`config.mk`:
```
export PLATFORM = sky130hd
export DESIGN_NAME = input_fifo
export DESIGN_NICKNAME = d
export VERILOG_FILES = /design/src/rtl/input_fifo.sv
export SDC_FILE = /design/constraint.sdc
export NUM_CORES = 1
export LEC_CHECK = 0
export CAP_MARGIN = 20
export CORE_MARGIN = 3
export CORE_UTILIZATION = 56
export DETAILED_ROUTE_END_ITERATION = 7
export PLACE_DENSITY = 0.91
export SLEW_MARGIN = 30
export SYNTH_ARGS = -nofsm -noshare
export SYNTH_HDL_FRONTEND = slang
export SYNTH_SLANG_ARGS = --single-unit
```
`constraint.sdc`:
```
create_clock -name clk -period 7.5 [get_ports clk]
set_clock_uncertainty 0.05 [all_clocks]
set_input_delay 1.5 -clock clk [delete_from_list [all_inputs] [get_ports clk]]
set_output_delay 1.5 -clock clk [all_outputs]
set_load 0.02 [all_outputs]
```
`src/rtl/input_fifo.sv`:
```
`default_nettype none
// +----------------------------------------------------------------------------+
// | Module   : input_fifo                                                      |
// | Brief    : Router input-port buffer, show-ahead FIFO with full/empty flags.|
// | Revision : 1.0                                                             |
// +----------------------------------------------------------------------------+
module input_fifo #(
  parameter int DATA_WIDTH = 8,
  parameter int ADDR_WIDTH = 2
) (
  input  logic                  clk,
  input  logic                  rst,
  input  logic [DATA_WIDTH-1:0] Data_in,
  input  logic                  write,
  output logic                  full,
  output logic [DATA_WIDTH-1:0] Data_out,
  input  logic                  read,
  output logic                  empty,
  output logic [ADDR_WIDTH:0]   count,
  output logic                  overflow,
  output logic                  underflow
);

  localparam int                 c_DEPTH      = 1 << ADDR_WIDTH;
  localparam logic [ADDR_WIDTH:0] c_FULL_COUNT = (ADDR_WIDTH+1)'(c_DEPTH);
  localparam logic [ADDR_WIDTH:0] c_ONE        = (ADDR_WIDTH+1)'(1);

  logic [DATA_WIDTH-1:0] r_mem [c_DEPTH];
  logic [ADDR_WIDTH-1:0] r_wr_ptr;
  logic [ADDR_WIDTH-1:0] r_rd_ptr;
  logic [ADDR_WIDTH:0]   r_count;
  logic                  r_overflow;
  logic                  r_underflow;

  logic                  w_full;
  logic                  w_empty;
  logic                  w_wr_acc;
  logic                  w_rd_acc;

  assign w_full  = (r_count == c_FULL_COUNT);
  assign w_empty = (r_count == '0);

  // A read on a full FIFO frees a slot the same cycle, so the write may land.
  assign w_wr_acc = write & (~w_full | read);
  assign w_rd_acc = read & ~w_empty;

  // Storage has no reset; stale contents are hidden by the pointers/count.
  always_ff @(posedge clk) begin
    if (rst && w_wr_acc) begin
      r_mem[r_wr_ptr] <= Data_in;
    end
  end

  always_ff @(posedge clk) begin
    if (!rst) begin
      r_wr_ptr    <= '0;
      r_rd_ptr    <= '0;
      r_count     <= '0;
      r_overflow  <= 1'b0;
      r_underflow <= 1'b0;
    end else begin
      if (w_wr_acc) begin
        r_wr_ptr <= r_wr_ptr + 1'b1;
      end
      if (w_rd_acc) begin
        r_rd_ptr <= r_rd_ptr + 1'b1;
      end
      case ({w_wr_acc, w_rd_acc})
        2'b10:   r_count <= r_count + c_ONE;
        2'b01:   r_count <= r_count - c_ONE;
        default: r_count <= r_count;
      endcase
      r_overflow  <= write & w_full & ~read;
      r_underflow <= read & w_empty;
    end
  end

  assign full      = w_full;
  assign empty     = w_empty;
  assign count     = r_count;
  assign overflow  = r_overflow;
  assign underflow = r_underflow;
  assign Data_out  = r_mem[r_rd_ptr];

endmodule
`default_nettype wire

```
==> results.sh <==
export IMPL_status="complete, no violations"
export IMPL_synth_seq_cells=43
export IMPL_postSynthCellCount=102
export IMPL_die_area_um2=3736
export IMPL_end_kind="flip-flop"
export IMPL_worst_pin_slew_ns=0.5296
export IMPL_final_nets=150
export IMPL_grt_overflow_total=0
export IMPL_drive_gt1_frac=0.1278
export IMPL_vias=916
export IMPL_synth_edf_count=32
export IMPL_grt_total_usage=0.1699
export IMPL_design_area_um2=2051
export IMPL_path_buf_inv=3
export IMPL_ant_nets=0
export IMPL_reg2reg_from="count[1]$_SDFFE_PN0P_"
export IMPL_max_stage_delay_ns=0.53
export IMPL_setup_tns_final_ns=0
export IMPL_yosysMostFrequentCell="edfxtp_1"
export IMPL_routedWlPerCell_um=16.56
export IMPL_numCtsBuffers=5
export IMPL_route_detailed_drc=0
export IMPL_synthFlopType="edfxtp_1"
export IMPL_clock_path_buffers=2
export IMPL_r2r_cells=9
export IMPL_rsz0062_at_grt="false"
export IMPL_via_per_inst=5.585
export IMPL_hold_depth=2
export IMPL_grt_pass1_vias=931
export IMPL_drt_iter0_drc=27
export IMPL_ys_async_sr_fraction=0
export IMPL_io_buffers=26
export IMPL_hold_path_startpoint="r_wr_ptr[1]$_SDFFE_PN0P_"
export IMPL_grt_max_degree=14
export IMPL_slowest_stage="or4b_4"
export IMPL_finalSetupViolCount=0
export IMPL_critPathMaxFanout=5
export IMPL_fmax_mhz=264.9
export IMPL_path_clk_slew_ns=0.12
export IMPL_cts_hold_buf=0
export IMPL_syn_to_final_growth_pct=20.51
export IMPL_multi_input_area_um2=485.5
export IMPL_min_period_ns=3.776
export IMPL_cts_root_buf="clkbuf_4"
export IMPL_relSlewSlack=0.6442
export IMPL_hold_viol=0
export IMPL_path_cells="clkdlybuf4s50_1 -> or4b_4 -> and2_4 -> inv_1 -> ha_1 -> inv_1 -> fa_1 -> xor2_1 -> or3_1 -> a21boi_0"
export IMPL_antenna_found_initial=0
export IMPL_row_count=19
export IMPL_cts_setup_buffers=0
export IMPL_fillers=184
export IMPL_avgSynthCellArea_um2=16.68
export IMPL_rrSetupSlack_ns=4.96
export IMPL_cts_resized=0
export IMPL_synth_top_area_frac=0.5647
export IMPL_min_to="r_wr_ptr[1]$_SDFFE_PN0P_"
export IMPL_layout_area_seq_um2=1181
export IMPL_htreeDepth=2
export IMPL_cts_tree="done"
export IMPL_diodes=0
export IMPL_maxCapViolations=0
export IMPL_synth_top_cell_by_area="edfxtp_1"
export IMPL_place_area_um2=1988
export IMPL_clkSinkCount=43
export IMPL_die_y_um=61.13
export IMPL_syn_num_nets=120
export IMPL_dp_hpwl_mm=2.037
export IMPL_cp_arrival_ns=4.00
export IMPL_synth_area_leaders="edfxtp_1 56%, dfxtp_1 13%, mux4_2 11%"
export IMPL_io_pins=27
export IMPL_synthTopCellsByCount="32 x edfxtp_1, 11 x dfxtp_1, 8 x mux4_2"
export IMPL_dp_cells=156
export IMPL_power_density_nw_per_um2=300.2
export IMPL_yosys_warnings=0
export IMPL_coreArea_um2=2829
export IMPL_critPathKind="input pin to flip-flop"
export IMPL_die_width_um=61.13
export IMPL_drt_total_wl_mm=2.716
export IMPL_finalNonFillerCells=164
export IMPL_r2r_end="count[2]$_SDFFE_PN0P_"
export IMPL_crit_family="simple AND/OR/NAND/NOR gates"
export IMPL_drv_slew=0
export IMPL_power_leakage_nw=0.6927
export IMPL_power_uw=615.6
export IMPL_synth_cell_area_um2=1702
export IMPL_drtPass1Iterations=4
export IMPL_min_path_type="flip-flop to flip-flop"
export IMPL_min_period_over_period=0.5034
export IMPL_holdWs_ns=0.4593
export IMPL_synth_seq_area_share=0.6941
export IMPL_grt_pass1_wl_mm=4.381
export IMPL_crit_path_start_kind="input pin"
export IMPL_gp_congestion=0.7934
export IMPL_required_ns=7.72
export IMPL_ir_worst_vdd_uv=199.4
export IMPL_synth_distinct_cells=25
export IMPL_path_common_cell="inv_1"
export IMPL_start_util=0.6015
export IMPL_clock_latency_ns=0.34
[registers in the layout (all words and copies together) (netlist names), named ones only]
register,cells
r_mem,32
overflow,1
r_wr_ptr,2
count,3
underflow,1
r_rd_ptr,2
[stage by stage]
stage,setup slack (ns),util
2_1_floorplan,4.012,-
6_report,3.724,0.7249
3_5_place_dp,3.408,0.7028
3_3_place_gp,3.486,0.7028
5_1_grt,3.641,0.7249
4_1_cts,3.727,0.7249
[power by group]
part           internal, mW  switching [mW]
Combinational         0.103          0.0922
Clock                0.0447          0.0711
Sequential            0.278          0.0265
[placed cells by master, fill, tap and decap left out, types with 2 or more instances in the layout]
master,instances
clkdlybuf4s50_1,26
a21boi_0,2
or3_1,2
and3_1,2
ha_1,5
nand2_1,7
edfxtp_1,32
mux4_2,8
inv_1,6
nor2b_1,2
dfxtp_1,11
and2_1,6
clkbuf_4,5
o21ai_0,6
[worst max path at each step]
stage,startpoint,to,slack (ns),depth (start not counted)
finish,read,count[2]$_SDFFE_PN0P_,3.72,10
detailed placement,read,count[2]$_SDFFE_PN0P_,3.41,10
floorplan,read,count[2]$_SDFFE_PN0P_,4.01,9
global route,flip-flop,Data_out[1],3.64,2
CTS,flip-flop,Data_out[3],3.73,2
global placement,read,count[2]$_SDFFE_PN0P_,3.49,10
[routing by layer]
metal | global-route usage | wire length (um) | up-vias
li1 | - | - | 446
met1 | 0.2071 | 1147 | 447
met2 | 0.2810 | 1431 | 21
met3 | 0.05870 | 128 | 2
met4 | 0.06192 | 9 | 0
met5 | 0 | 0 | -
[worst register-to-register path, delay by kind of cell (launching register included)]
kind / cells / cell delay (ns)
buf+inv: 2 / 0.11
xor+xnor: 1 / 0.17
simple gates: 3 / 1.06
flops: 1 / 0.37
fa+ha+maj: 2 / 0.56
compound gates: 1 / 0.17
[cell type report]
| class | count | share of cell area |
|---|---|---|
| clock buffers | 6 | 0.02502 |
| clock inverters | 2 | 0.005491 |
| inverters | 6 | 0.01098 |
| multi-input cells | 50 | 0.2367 |
| flip-flops and latches | 43 | 0.5760 |
| well taps | 31 | 0.01891 |
| repair buffers | 26 | 0.1269 |
[logic make-up after synthesis]
logic type,after synthesis,synth area share
adder cells (fa/ha/maj),6,0.04853
multiplexers,9,0.1118
buffers and inverters,9,0.02058
flip-flops,43,0.6941
AND/OR/NAND/NOR,25,0.08823
AO/OA/AOI/OAI,8,0.02647
XOR/XNOR,2,0.01030
Power figures use the tool's default switching activity.
